File: config.mk
export PLATFORM = sky130hd
export DESIGN_NAME = sprite_layer_engine
export DESIGN_NICKNAME = d
export VERILOG_FILES = /design/src/rtl/sprite_pkg.sv /design/src/rtl/sprite_layer_engine_hit_unit.sv /design/src/rtl/sprite_layer_engine.sv
export SDC_FILE = /design/constraint.sdc
export NUM_CORES = 2
export LEC_CHECK = 0
export CAP_MARGIN = 20
export CORE_MARGIN = 2
export CORE_UTILIZATION = 45
export CTS_CLUSTER_SIZE = 14
export DETAILED_ROUTE_END_ITERATION = 16
export GPL_TIMING_DRIVEN = 0
export HOLD_SLACK_MARGIN = 0.06
export PLACE_DENSITY_LB_ADDON = 0.08
export SLEW_MARGIN = 5
export SYNTH_ARGS = -nofsm -noshare
export SYNTH_HDL_FRONTEND = slang
export SYNTH_HIERARCHICAL = 1
export SYNTH_SLANG_ARGS = --single-unit
File: constraint.sdc
create_clock -name vga_clk -period 31.5 [get_ports vga_clk]
set_input_delay 6.3 -clock vga_clk [delete_from_list [all_inputs] [get_ports vga_clk]]
set_output_delay 6.3 -clock vga_clk [all_outputs]
set_load 0.005 [all_outputs]
File: src/rtl/sprite_pkg.sv
// sprite_pkg: shared sprite geometry, table entry type and ROM address width helper
package sprite_pkg;
  localparam int SPRITE_W        = 55;
  localparam int SPRITE_H        = 55;
  localparam int NUM_PIECES      = 12;
  localparam int PIECE_W         = $clog2(NUM_PIECES);
  localparam int TRANSPARENT_IDX = 0;
  typedef struct packed {
    logic               visible;
    logic [9:0]         x;
    logic [9:0]         y;
    logic [PIECE_W-1:0] piece;
  } sprite_entry_t;
  function automatic int rom_aw(input int pieces, input int w, input int h);
    return $clog2(pieces * w * h);
  endfunction
endpackage

File: src/rtl/sprite_layer_engine_hit_unit.sv
// sprite_hit_unit: per-slot hit test; 11-bit subtraction so a borrow rejects pixels left/above the sprite
module sprite_hit_unit
  import sprite_pkg::*;
(
  input  sprite_entry_t entry_i,
  input  logic [9:0]    draw_x_i,
  input  logic [9:0]    draw_y_i,
  output logic          hit_o,
  output logic [9:0]    dx_o,
  output logic [9:0]    dy_o
);
  logic [10:0] dx;
  logic [10:0] dy;
  assign dx    = {1'b0, draw_x_i} - {1'b0, entry_i.x};
  assign dy    = {1'b0, draw_y_i} - {1'b0, entry_i.y};
  assign dx_o  = dx[9:0];
  assign dy_o  = dy[9:0];
  assign hit_o = entry_i.visible && !dx[10] && !dy[10] && dx[9:0] < 10'(SPRITE_W) &&
                 dy[9:0] < 10'(SPRITE_H) && 32'(entry_i.piece) < NUM_PIECES;
endmodule

File: src/rtl/sprite_layer_engine.sv
// sprite_layer_engine: multi-sprite overlay with shadow/active tables and a 2-cycle ROM pipeline; SPRITE_HILITE_EN adds a blinking selection highlight
module sprite_layer_engine
  import sprite_pkg::*;
#(
  parameter int NUM_SPRITES  = 32,
  parameter int IDX_W        = 4,
  parameter int BLINK_FRAMES = 16,
  localparam int SW          = $clog2(NUM_SPRITES),
  localparam int ROM_AW      = rom_aw(NUM_PIECES, SPRITE_W, SPRITE_H)
) (
  input  logic               vga_clk,
  input  logic               reset_n,
  input  logic               frame_start,
  input  logic [9:0]         DrawX,
  input  logic [9:0]         DrawY,
  input  logic               wr_en,
  input  logic [SW-1:0]      wr_idx,
  input  logic [9:0]         wr_x,
  input  logic [9:0]         wr_y,
  input  logic [PIECE_W-1:0] wr_piece,
  input  logic               wr_visible,
  output logic [ROM_AW-1:0]  rom_addr,
  input  logic [IDX_W-1:0]   rom_q,
  output logic [IDX_W-1:0]   pix_index,
  output logic               pix_on
`ifdef SPRITE_HILITE_EN
  ,
  output logic               hilite_on,
  input  logic               sel_valid,
  input  logic [SW-1:0]      sel_idx
`endif
);
  sprite_entry_t shadow_q [NUM_SPRITES];
  sprite_entry_t active_q [NUM_SPRITES];
  sprite_entry_t wr_entry;
  logic [NUM_SPRITES-1:0] hit;
  logic [9:0] dx [NUM_SPRITES];
  logic [9:0] dy [NUM_SPRITES];
  logic any_hit;
  logic [SW-1:0] win;
  logic [ROM_AW-1:0] rom_addr_d, rom_addr_q;
  logic hit_q;
  logic on_d, pix_on_q;
  logic [IDX_W-1:0] pix_index_q;
  assign wr_entry = '{visible: wr_visible, x: wr_x, y: wr_y, piece: wr_piece};
  // Shadow table takes CPU-side writes at any time
  always_ff @(posedge vga_clk or negedge reset_n)
    if (!reset_n) for (int i = 0; i < NUM_SPRITES; i++) shadow_q[i] <= '0;
    else if (wr_en) shadow_q[wr_idx] <= wr_entry;
  // Active table commits at frame start; a same-cycle write passes straight through
  always_ff @(posedge vga_clk or negedge reset_n)
    if (!reset_n) for (int i = 0; i < NUM_SPRITES; i++) active_q[i] <= '0;
    else if (frame_start)
      for (int i = 0; i < NUM_SPRITES; i++)
        active_q[i] <= (wr_en && wr_idx == SW'(i)) ? wr_entry : shadow_q[i];
  for (genvar s = 0; s < NUM_SPRITES; s++) begin : g_hit
    sprite_hit_unit u_hit (
      .entry_i  (active_q[s]),
      .draw_x_i (DrawX),
      .draw_y_i (DrawY),
      .hit_o    (hit[s]),
      .dx_o     (dx[s]),
      .dy_o     (dy[s])
    );
  end
  // Highest hitting slot wins; only its pixel is fetched
  always_comb begin
    any_hit = 1'b0;
    win     = '0;
    for (int i = 0; i < NUM_SPRITES; i++)
      if (hit[i]) begin
        any_hit = 1'b1;
        win     = SW'(i);
      end
    rom_addr_d = any_hit ? ROM_AW'(32'(active_q[win].piece) * SPRITE_W * SPRITE_H +
                                   32'(dy[win]) * SPRITE_W + 32'(dx[win])) : '0;
  end
  // Stage 0: register the ROM address with its hit flag
  always_ff @(posedge vga_clk or negedge reset_n)
    if (!reset_n) begin
      rom_addr_q <= '0;
      hit_q      <= 1'b0;
    end else begin
      rom_addr_q <= rom_addr_d;
      hit_q      <= any_hit;
    end
  assign rom_addr = rom_addr_q;
  assign on_d     = hit_q && rom_q != IDX_W'(TRANSPARENT_IDX);
  // Stage 2: register the palette index, zeroed whenever the pixel is see-through
  always_ff @(posedge vga_clk or negedge reset_n)
    if (!reset_n) begin
      pix_on_q    <= 1'b0;
      pix_index_q <= '0;
    end else begin
      pix_on_q    <= on_d;
      pix_index_q <= on_d ? rom_q : '0;
    end
  assign pix_on    = pix_on_q;
  assign pix_index = pix_index_q;
`ifdef SPRITE_HILITE_EN
  localparam int CW = $clog2(2 * BLINK_FRAMES);
  logic [CW-1:0] cnt_q;
  logic [SW-1:0] win_q;
  logic hilite_q;
  // Blink phase counter, one step per frame, wrapping at two half-periods
  always_ff @(posedge vga_clk or negedge reset_n)
    if (!reset_n) cnt_q <= '0;
    else if (frame_start) cnt_q <= (cnt_q == CW'(2 * BLINK_FRAMES - 1)) ? '0 : cnt_q + 1'b1;
  // Winner slot travels with the hit flag, then qualifies the highlight
  always_ff @(posedge vga_clk or negedge reset_n)
    if (!reset_n) begin
      win_q    <= '0;
      hilite_q <= 1'b0;
    end else begin
      win_q    <= win;
      hilite_q <= on_d && sel_valid && win_q == sel_idx && cnt_q < CW'(BLINK_FRAMES);
    end
  assign hilite_on = hilite_q;
`endif
endmodule

==> results.md <==
Worst setup path:
- For this design, the slowest cell found on the critical path is sky130_fd_sc_hd__nor4_1.
- The worst setup path is captured at a register.
- In this run the worst setup path begins at DrawX[0].
- The cell seen most often among critical-path stages is sky130_fd_sc_hd__fa_1.
- STA classifies the critical path startpoint as an input pin.
- The largest incremental delay on the critical path is 960 ps.
- The data required time of the worst path is 32260 ps.
- In this run the worst path has a maximum fanout of 32.
- The number of cells on the worst reg-to-reg path is 42.
- The worst register-to-register path begins at active_q[117]$_DFFE_PN0P_.
- The arrival time of the worst setup path is 22350 ps.
- The worst reg-to-reg setup slack is 15700 ps.
- The worst reg2reg path endpoint is rom_addr[15]$_DFF_PN0_.
- The critical setup path kind is input pin to register.
- The endpoint of the worst setup timing path is rom_addr[15]$_DFF_PN0_.

Global route:
- Entering global routing, the biggest net connects 165 pins.
- The aggregate global-route resource usage is 35.3%.
- The via count of the first global-routing pass is 82400.
- The initial antenna violation count is 38.
- The sum of overflow across all layers after global routing is 0.
- The first global-routing pass estimated 620000 um of wire.

Power:
- The maximum ir drop on the vdd rail is 1.05 mV.
- The switching power is 7080 uW.
- The clock power share is 15.6%.
- The power per standard cell area is 125 mW/mm^2.
- In this run the static leakage power is 0.0553 uW.
- The proportion of power drawn by flip-flops and latches is 17.8%.
- The internal power is 8250 uW.
- Per report_power, the combinational group accounts for 66.6% of the total.
- The switching part of the total is 46.2%.

Floorplan:
- The die covers 0.247 mm^2.
- The area of the core is 0.243 mm^2.
- The floorplan step set the die height to 497 um.
- The cell row count is 181.
- The width of the chip is 497 um.
- The initial utilization of the core area, before any placement, comes to 45.1%.
- Pin placement for this block handled 79 I/O pins.

Clocking:
- The clock sink total is 1622.
- The post-CTS clock slew at the launch and capture registers of the worst setup and hold paths is 60 ps.
- The clock insertion delay at the later pin of the skew report is 880 ps.
- The longest clock path from root to sink contains 3 buffers.
- The post-cts gate resize count is 0.
- CTS built an H-tree with a depth of 4.
- The buffers inserted during post-CTS setup optimization is 0.
- The number of buffers added to fix hold violations after cts is 0.
- The number of buffers created by CTS is 189.
- The clock root buffer is sky130_fd_sc_hd__clkbuf_16.
- TritonCTS built the clock tree.

Place:
- The count of buffers added on input and output ports is 75.
- The pre-CTS setup slack is 9550 ps.
- The post-detailed-placement half-perimeter wirelength is 349000 um.
- The congestion estimate from routability-driven global placement came to 1.00.
- Once placement completed, the tool counted placed cells totaling 14000.
- In this run the cell area measured after placement is 0.116 mm^2.

Run:
- The reported max-cap violation count is 0.

Detailed routing:
- After detailed routing, the number of vias per cell comes to 6.10.
- After detailed routing, the total wire length is 447000 um.
- The total number of vias is 87500.
- In the final routed layout, each cell accounts on average for 31.1 um.
- The DRC marker count from the first detailed-route iteration is 9836.
- The detailed-routing iteration count for the pre-antenna-repair pass is 8.
- The final antenna-violating net count is 0.
- After detailed routing, the number of remaining DRC violations is 0.

Finish:
- The count of cells in the finished layout, fillers not included, comes to 14300.
- Leaving out fill and tap cells, the most frequent cell in the layout is sky130_fd_sc_hd__dfrtp_1.
- Summing all non-filler instances in the final layout gives an area of 0.123 mm^2.
- The top cell types in the final layout, fill and taps aside, are sky130_fd_sc_hd__dfrtp_1 (1622), sky130_fd_sc_hd__mux2_2 (1621), sky130_fd_sc_hd__inv_1 (1030).
- The layout-stage area growth over the synthesis result is 12.4%.
- Of the cells placed in the final design, the portion with a size suffix greater than 1 is 22.5%.
- The number of nets in the finished design is 11900.

Logic synthesis:
- Summing the areas of all compound-gate instances in the mapped netlist gives 14.0% of the synthesized area.
- In this run, synthesis inferred 0 flip-flops with an integrated enable.
- The total of flip-flops plus latches after synthesis is 1622.
- After synthesis, flip-flops and latches occupy 37.1% of the total area.
- The portion of synthesized area spent on multiplexers is 17.5%.
- After Yosys synthesis, XOR and XNOR cells account for 2.79% of the synthesized area.
- In this run, distinct cell masters in the synthesized netlist total 79.
- Synthesis produced a netlist with a net count of 11500.
- The synthesized instance count is 10600.
- Of the total synthesized cell area, the portion taken by AND, OR, NAND and NOR gates is 12.3%.
- Counting flops with an async set or reset pin after synthesis yields a share of 100%.
- Among all flip-flop cells after synthesis, the most frequent one is sky130_fd_sc_hd__dfrtp_1.
- The fraction of the mapped netlist area in adder cells is 10.7%.
- The number of synthesis warnings is 6.
- By area, the combinational part of the netlist is dominated by multiplexers.
- The post-synthesis cell area is 0.109 mm^2.
- The per-instance average area after synthesis is 10.3 um^2.

STA:
- Setup repair after global routing left no endpoint under its margin.
- Headroom to the max-slew limit came out at 9.61%.
- The final setup TNS is 0 ps.
- Dividing the final minimum period by the clock period gives 68.5%.
- The final critical-path required period is 21590 ps.
- The slew at the pin closest to its max-slew limit is 1360 ps.
- The max-slew violation count is 0.
- The top achievable clock speed is 0.0463 GHz.
- The final setup violation count is 0.
- The final critical-path setup slack is 9910 ps.
- Between clock sinks in the finished design, the worst skew comes to 43.0 ps.
- The final-report hold violation count came to 0.

Outcome:
- The flow ran to the end, and the final reports show no timing, DRC or antenna violations.

Hold path:
- The worst min-delay path class is register to register.
- In this run the most critical hold path is launched from shadow_q[723]$_DFFE_PN0P_.
-- registers in the layout, summed over array words and instances, names as in the netlist --
name       flops
pix_on         1
rom_addr      16
hit_q          1
active_q     800
pix_index      4
shadow_q     800
-- synth_stat cells (83+ instances only) --
cell,instances,area share (%)
sky130_fd_sc_hd__dfrtp_1,1622,37
sky130_fd_sc_hd__mux2_2,1621,17
sky130_fd_sc_hd__inv_1,1030,3.5
sky130_fd_sc_hd__ha_1,713,8.2
sky130_fd_sc_hd__nand2_1,621,2.1
sky130_fd_sc_hd__a21oi_1,453,2.1
sky130_fd_sc_hd__nor2_1,417,1.4
sky130_fd_sc_hd__clkbuf_1,331,1.1
sky130_fd_sc_hd__xnor2_1,265,2.1
sky130_fd_sc_hd__a211oi_1,263,1.8
sky130_fd_sc_hd__and2_1,239,1.4
sky130_fd_sc_hd__nor2b_1,218,1.2
sky130_fd_sc_hd__a21o_1,205,1.4
sky130_fd_sc_hd__o21ai_0,194,0.89
sky130_fd_sc_hd__a311oi_1,159,1.3
sky130_fd_sc_hd__fa_1,141,2.6
sky130_fd_sc_hd__nand3_1,140,0.64
sky130_fd_sc_hd__a31oi_1,117,0.67
sky130_fd_sc_hd__nor3_1,116,0.53
sky130_fd_sc_hd__o21a_1,111,0.76
sky130_fd_sc_hd__nand2b_1,104,0.59
sky130_fd_sc_hd__o2111ai_1,89,0.71
sky130_fd_sc_hd__mux2i_1,85,0.78
sky130_fd_sc_hd__xor2_1,84,0.67
sky130_fd_sc_hd__nand3b_1,83,0.57
-- power groups by stage --
stage	clock network, uW	registers (uW)	logic [uW]
after floorplan	0	2680	7730
after global placement	0	2810	9950
after detailed placement	0	2760	10100
after CTS	2420	2730	10200
after global routing	2500	2770	11500
final	2390	2730	10200
-- worst min path at each step --
stage | to | cells past startpoint
floorplan | shadow_q[425]$_DFFE_PN0P_ | 1
global placement | shadow_q[791]$_DFFE_PN0P_ | 1
detailed placement | shadow_q[589]$_DFFE_PN0P_ | 1
CTS | shadow_q[591]$_DFFE_PN0P_ | 1
global route | shadow_q[682]$_DFFE_PN0P_ | 1
finish | shadow_q[723]$_DFFE_PN0P_ | 1
-- cell type report --
type,count,area (um^2)
Sequential cell,1622,40600
Clock inverter,88,1260
Tap cell,3202,4010
Fill cell,22300,120000
Multi-Input combinational cell,7463,62800
Buffer,478,2310
Inverter,1030,3870
Timing Repair Buffer,191,2570
Antenna cell,18,45.0
Clock buffer,256,5460
-- per-stage QoR --
| stage | util, % | hold WS [ps] | power, uW |
|---|---|---|---|
| after floorplan | - | 467 | 10400 |
| after global placement | 47.1 | 473 | 12800 |
| after detailed placement | 47.9 | 478 | 12900 |
| after CTS | 50.6 | 491 | 15400 |
| after global routing | 50.7 | 499 | 16700 |
| final | 50.7 | 488 | 15300 |
-- critical path: cells and delay by family --
family	cells	cell delay [ps]
and+or+nand+nor	10	3490
buffers and inverters	7	2890
xor gates and xnor gates	4	950
adders and majority gates	11	4760
AOI/OAI and AO/OA	11	3850
-- cells by family (layout without fill, tap and decap cells) --
group           count (synthesis)  after routing
simple gates                 2478           2478
compound gates               2071           2071
mux                          1710           1710
flops                        1622           1622
buf+inv                      1508           2043
fa+ha+maj                     855            855
xor+xnor                      349            349
other cells                     0             18
-- routing by layer --
layer	GRT usage (%)	vias to the layer above	routed length, um
li1	-	38600	-
met1	52.4	44500	206000
met2	48.3	3674	176000
met3	8.24	656	41600
met4	15.7	4	22500
met5	0	-	21
No activity file was read; power rests on OpenSTA's default activity.
